[src/rtl/pipeline_ctrl.sv]
// pipeline_ctrl -- stall/flush controller for a five-stage pipeline.
//
// Decides every cycle which pipeline registers load, which get a NOP
// and when a UART transfer is launched. Three situations hold the
// front end: a UART access in MEM (whole pipe frozen until the transfer
// completes), a multi-cycle FPU op in EX (front end frozen, MEM fed
// bubbles) and a load-use hazard (one-cycle front-end stall). A taken
// branch in EX flushes IF/ID and ID/EX.
//
// Ports
//   CLK, reset                 clock; synchronous active-high reset
//   id_rs, id_rt               source registers of the ID instruction
//   id_uses_rs, id_uses_rt     ID instruction actually reads rs / rt
//   ex_valid                   EX holds a real instruction
//   ex_MemRead, ex_dst         EX instruction is a load / its destination
//   ex_AorF                    EX instruction is a multi-cycle FPU op
//   ex_branch_taken            branch/jump resolved taken in EX
//   mem_uart_req               MEM instruction talks to the UART
//   uart_done                  UART transfer complete (pulse)
//   pc_enable .. wb_enable     stage register load enables
//   squash_id, bubble_ex,
//   bubble_mem                 load a NOP into IF/ID, ID/EX, EX/MEM
//   uart_start                 one-cycle UART transfer request
//   stall_count                cycles with pc_enable=0 since reset
//   state_dbg                  current FSM state (0 RUN, 1 UART_WAIT,
//                              2 FPU_WAIT)
//
// Handshake: uart_start is raised for exactly the cycle the controller
// leaves RUN for UART_WAIT; the UART answers with a uart_done pulse in
// some later cycle. A uart_done coinciding with uart_start is ignored.
module pipeline_ctrl #(
    parameter int FPU_LAT = 4
) (
    input  logic        CLK,
    input  logic        reset,
    input  logic [4:0]  id_rs,
    input  logic [4:0]  id_rt,
    input  logic        id_uses_rs,
    input  logic        id_uses_rt,
    input  logic        ex_valid,
    input  logic        ex_MemRead,
    input  logic [4:0]  ex_dst,
    input  logic        ex_AorF,
    input  logic        ex_branch_taken,
    input  logic        mem_uart_req,
    input  logic        uart_done,
    output logic        pc_enable,
    output logic        inst_enable,
    output logic        ex_enable,
    output logic        mem_enable,
    output logic        wb_enable,
    output logic        squash_id,
    output logic        bubble_ex,
    output logic        bubble_mem,
    output logic        uart_start,
    output logic [31:0] stall_count,
    output logic [1:0]  state_dbg
);

    localparam logic [1:0] RUN       = 2'd0;
    localparam logic [1:0] UART_WAIT = 2'd1;
    localparam logic [1:0] FPU_WAIT  = 2'd2;

    // The entry cycle in RUN is the first stall cycle, so the counter
    // covers the remaining FPU_LAT-2 stalls before the release cycle.
    localparam logic [3:0] CNT_INIT = 4'(FPU_LAT - 2);

    logic [1:0]  state_q, state_d;
    logic [3:0]  cnt_q, cnt_d;
    logic [31:0] stall_count_q, stall_count_d;

    logic load_use;

    assign load_use = ex_valid && ex_MemRead && (ex_dst != 5'd0) &&
                      ((id_uses_rs && (id_rs == ex_dst)) ||
                       (id_uses_rt && (id_rt == ex_dst)));

    always_comb begin
        pc_enable   = 1'b1;
        inst_enable = 1'b1;
        ex_enable   = 1'b1;
        mem_enable  = 1'b1;
        wb_enable   = 1'b1;
        squash_id   = 1'b0;
        bubble_ex   = 1'b0;
        bubble_mem  = 1'b0;
        uart_start  = 1'b0;
        state_d     = state_q;
        cnt_d       = cnt_q;

        if (reset) begin
            state_d = RUN;
            cnt_d   = 4'd0;
        end else begin
            // advance is set on every path where the pipe moves forward
            // and the branch / load-use rules must be applied.
            logic advance;
            advance = 1'b0;

            case (state_q)
                RUN: begin
                    if (mem_uart_req) begin
                        uart_start  = 1'b1;
                        pc_enable   = 1'b0;
                        inst_enable = 1'b0;
                        ex_enable   = 1'b0;
                        mem_enable  = 1'b0;
                        wb_enable   = 1'b0;
                        state_d     = UART_WAIT;
                    end else if (ex_valid && ex_AorF) begin
                        pc_enable   = 1'b0;
                        inst_enable = 1'b0;
                        ex_enable   = 1'b0;
                        bubble_mem  = 1'b1;
                        cnt_d       = CNT_INIT;
                        state_d     = FPU_WAIT;
                    end else begin
                        advance = 1'b1;
                    end
                end
                UART_WAIT: begin
                    if (uart_done) begin
                        advance = 1'b1;
                        state_d = RUN;
                    end else begin
                        pc_enable   = 1'b0;
                        inst_enable = 1'b0;
                        ex_enable   = 1'b0;
                        mem_enable  = 1'b0;
                        wb_enable   = 1'b0;
                    end
                end
                FPU_WAIT: begin
                    // MEM only sees bubbles here, so mem_uart_req is
                    // deliberately not looked at.
                    if (cnt_q != 4'd0) begin
                        pc_enable   = 1'b0;
                        inst_enable = 1'b0;
                        ex_enable   = 1'b0;
                        bubble_mem  = 1'b1;
                        cnt_d       = cnt_q - 4'd1;
                    end else begin
                        advance = 1'b1;
                        state_d = RUN;
                    end
                end
                default: begin
                    state_d = RUN;
                    cnt_d   = 4'd0;
                end
            endcase

            if (advance) begin
                // A taken branch discards the ID instruction anyway, so
                // a concurrent load-use hazard needs no stall.
                if (ex_branch_taken) begin
                    squash_id = 1'b1;
                    bubble_ex = 1'b1;
                end else if (load_use) begin
                    pc_enable   = 1'b0;
                    inst_enable = 1'b0;
                    bubble_ex   = 1'b1;
                end
            end
        end

        if (reset) begin
            stall_count_d = 32'd0;
        end else if (!pc_enable) begin
            stall_count_d = stall_count_q + 32'd1;
        end else begin
            stall_count_d = stall_count_q;
        end
    end

    always_ff @(posedge CLK) begin
        state_q       <= state_d;
        cnt_q         <= cnt_d;
        stall_count_q <= stall_count_d;
    end

    assign stall_count = stall_count_q;
    assign state_dbg   = state_q;

endmodule

[config.mk]
export PLATFORM = sky130hd
export DESIGN_NAME = pipeline_ctrl
export DESIGN_NICKNAME = d
export VERILOG_FILES = /design/src/rtl/pipeline_ctrl.sv
export SDC_FILE = /design/constraint.sdc
export NUM_CORES = 1
export LEC_CHECK = 0
export CAP_MARGIN = 15
export CORE_MARGIN = 1.5
export CORE_UTILIZATION = 50
export CTS_CLUSTER_DIAMETER = 80
export DETAILED_ROUTE_END_ITERATION = 12
export GPL_TIMING_DRIVEN = 0
export HOLD_SLACK_MARGIN = 0.15
export PLACE_DENSITY = 0.85
export REMOVE_ABC_BUFFERS = 1
export SETUP_SLACK_MARGIN = 0.3
export SLEW_MARGIN = 20
export SYNTH_ARGS = -nofsm -noshare
export SYNTH_HDL_FRONTEND = slang
export SYNTH_SLANG_ARGS = --single-unit
[constraint.sdc]
create_clock -name CLK -period 6.25 [get_ports CLK]
set_input_delay 1.875 -clock CLK [delete_from_list [all_inputs] [get_ports CLK]]
set_output_delay 1.875 -clock CLK [all_outputs]
set_load 0.03 [all_outputs]
==> flow_metrics.py <==
metrics = {
    "placed_design": {
        "dpl.cell_count": 370,
        "port_buffers": 67,
        "placed_cell_area_sq_mm": 0.00285,
        "gp_congestion": 0.801,
        "hpwl_microns": 3910,
    },
    "clock_network": {
        "clock_latency_ps": 290,
        "cts_hold_buffers": 0,
        "cts_tree": "done",
        "cts_buffer_depth": 2,
        "cts_inserted_buffers": 5,
        "clock-root-buffer": "clkbuf_8",
        "htreeDepth": 2,
        "cts.clk_slew.worst_paths_ps": 70,
        "clock-sinks": 38,
    },
    "floorplanning": {
        "start_util": 0.532,
        "die_h_microns": 68.9,
        "io_pins": 68,
        "die_w_microns": 68.9,
        "dieArea_sq_mm": 0.00475,
        "rows": 23,
        "core_sq_mm": 0.00409,
    },
    "global_routing": {
        "grt_pass1_wl_microns": 8630,
        "gr-total-overflow": 0,
        "antenna_found_initial": 0,
        "grt_max_degree": 43,
        "track_usage": 0.241,
        "gr-max-usage-layer": "met2",
        "first_global_vias": 1955,
        "use_met2": 0.407,
        "met1_usage": 0.299,
        "grt_use_met3": 0.0617,
    },
    "sta": {
        "worstMarginPinSlew_ps": 750,
        "fin_crit_sh": 0.927,
        "rsz0062_at_grt": "false",
        "slew_violations": 0,
        "finalClockSkew_ps": 3.55,
        "setup_viol": 0,
        "period_minus_slack_ps": 5790,
        "fmax_mhz": 173,
        "finalHoldViolations": 0,
        "relSlewSlack": 0.500,
    },
    "logic_synthesis": {
        "ys_ff_latch": 38,
        "synth_area_per_cell_sq_um": 8.17,
        "yosys_warnings": 0,
        "synth_cell_types": 49,
        "synth_cells": 266,
        "syn_area_sq_mm": 0.00217,
        "seq_area_frac_synth": 0.350,
        "synth_edf_count": 0,
        "synthFlopType": "dfxtp_1",
        "async_flop_share": 0,
    },
    "worst_setup_path": {
        "r2r_cells": 8,
        "cp_data_arrival_time_ps": 3920,
        "cp_max_fo": 34,
        "endpoint_kind": "primary output",
        "cp-start-kind": "input pin",
        "crit_required_ps": 4380,
        "critPathKind": "input pin to primary output",
    },
    "routing": {
        "drc": 0,
        "ant_nets": 0,
        "first_pass_iters": 4,
        "routed_wl_microns": 5370,
        "dr_total_vias": 2217,
        "post_drt_wl_per_cell_microns": 14.2,
        "drt_iter0_markers": 140,
        "viasPerCell": 5.88,
    },
    "finish": {
        "design_area_sq_mm": 0.00294,
        "nFillCells": 336,
        "synthToLayoutAreaGrowth_pct": 35.3,
        "nNetsFinal": 355,
        "drive_above_1_share": 0.0550,
        "final_cells": 377,
        "diodes": 0,
    },
    "power": {
        "powerDensity_mw_per_mm2": 177,
        "leakagePower_nw": 0.955,
        "max-vdd-ir-drop_uv": 126,
        "finalPower_mw": 0.521,
    },
    "hold_path": {
        "holdPathStages": 1,
        "hp-class": "flip-flop to flip-flop",
    },
    "run": {
        "max-cap-violations": 0,
    },
    "status": {
        "status": "finished clean",
    },
}
==> power by group <==
| part | total [mW] | leakage, nW | switching, mW | internal [mW] |
|---|---|---|---|---|
| combinational | 0.0974 | 0.605 | 0.0520 | 0.0454 |
| clock | 0.169 | 0.0431 | 0.0838 | 0.0851 |
| sequential | 0.254 | 0.307 | 0.00768 | 0.247 |
==> cells in the final DEF (no fill, tap or decap), types with 4 or more instances in the layout <==
cell,n
and3_1,8
inv_1,10
and4_1,5
nor3_1,4
clkbuf_8,6
nor2b_1,6
dfxtp_1,38
nand3_1,12
xnor2_1,12
o31ai_1,11
a21oi_1,24
clkdlybuf4s50_1,64
nand2_1,27
or4_1,13
nor2_1,14
or3_1,12
o21ai_0,12
==> critical path, cell delays in order <==
cell             delay (ps)
clkdlybuf4s50_1         460
a211oi_1                370
o32ai_2                 140
and2_1                  220
a31oi_4                 220
buf_16                  200
dlygate4sd2_1           420
==> timing repair <==
item | in CTS | in global routing
gates resized for setup | 2 | 1
setup buffers | 1 | 0
endpoints found under the setup margin | 2 | 2
==> cells by family after synthesis <==
family | after synthesis | share of synthesized area
flip-flops | 38 | 0.350
buffers and inverters | 24 | 0.0564
XOR/XNOR | 13 | 0.0524
multiplexers | 4 | 0.0207
AO/OA/AOI/OAI | 65 | 0.195
AND/OR/NAND/NOR | 120 | 0.314
adder cells (fa/ha/maj) | 2 | 0.0115
==> Yosys cell counts, types with 2 or more instances <==
cell / n / area share
a21oi_1: 24 / 0.055
or4_1: 13 / 0.045
nor3_1: 4 / 0.0092
nand2_1: 27 / 0.047
nand3_1: 12 / 0.028
nand4_1: 3 / 0.0086
nor4b_1: 3 / 0.012
ha_1: 2 / 0.012
mux2_1: 2 / 0.010
xnor2_1: 12 / 0.048
nor4_1: 3 / 0.0086
o21ai_0: 13 / 0.030
nor3b_1: 2 / 0.0069
buf_4: 4 / 0.014
clkbuf_1: 6 / 0.010
nor2_1: 14 / 0.024
nor2b_1: 6 / 0.017
mux2_2: 2 / 0.010
o211ai_1: 2 / 0.0069
dfxtp_1: 38 / 0.35
and4_1: 5 / 0.020
o41ai_1: 2 / 0.0081
and2_1: 2 / 0.0058
or3_1: 12 / 0.035
nand2b_1: 2 / 0.0058
inv_1: 10 / 0.017
o31ai_1: 11 / 0.038
and3_1: 8 / 0.023
buf_6: 2 / 0.010
==> through the flow <==
step	TNS (ps)	util	worst slack (ps)	hold WS, ps
2_1_floorplan	0	-	394	439
3_3_place_gp	-5060	0.690	-2070	451
3_5_place_dp	-133	0.698	-67.8	460
4_1_cts	0	0.719	390	469
5_1_grt	0	0.719	333	494
6_report	0	0.719	458	470
==> metal layers <==
layer  share of wire  wire, microns  vias to the layer above
li1                -              -                     1120
met1            0.43           2330                     1034
met2            0.49           2650                       54
met3           0.062            331                        9
met4           0.012             63                        0
met5               0              0                        -
==> path summary, 6_finish.rpt <==
| check | to | slack [ps] | from |
|---|---|---|---|
| setup / recovery | inst_enable | 460 | ex_valid |
| hold reg to reg | stall_count[31] | 470 | stall_count[31] |
| hold / removal | stall_count[31] | 470 | stall_count[31] |
| setup reg to reg | stall_count[29] | 3930 | cnt_q[0] |
==> final cells by class <==
cell class              instances  area [sq um]  share of cell area
clock buffers                   6          82.6              0.0281
inverters                      10          37.5              0.0128
flip-flops and latches         38           761               0.259
well taps                      50          62.6              0.0213
repair buffers                 69           698               0.238
multi-input cells             204          1300               0.441
==> sequential cells by signal (all words and copies together) (netlist names) <==
register and flops:
state_dbg 2, cnt_q 4, stall_count 32
Note: power is estimated with default switching activity, not from simulation.
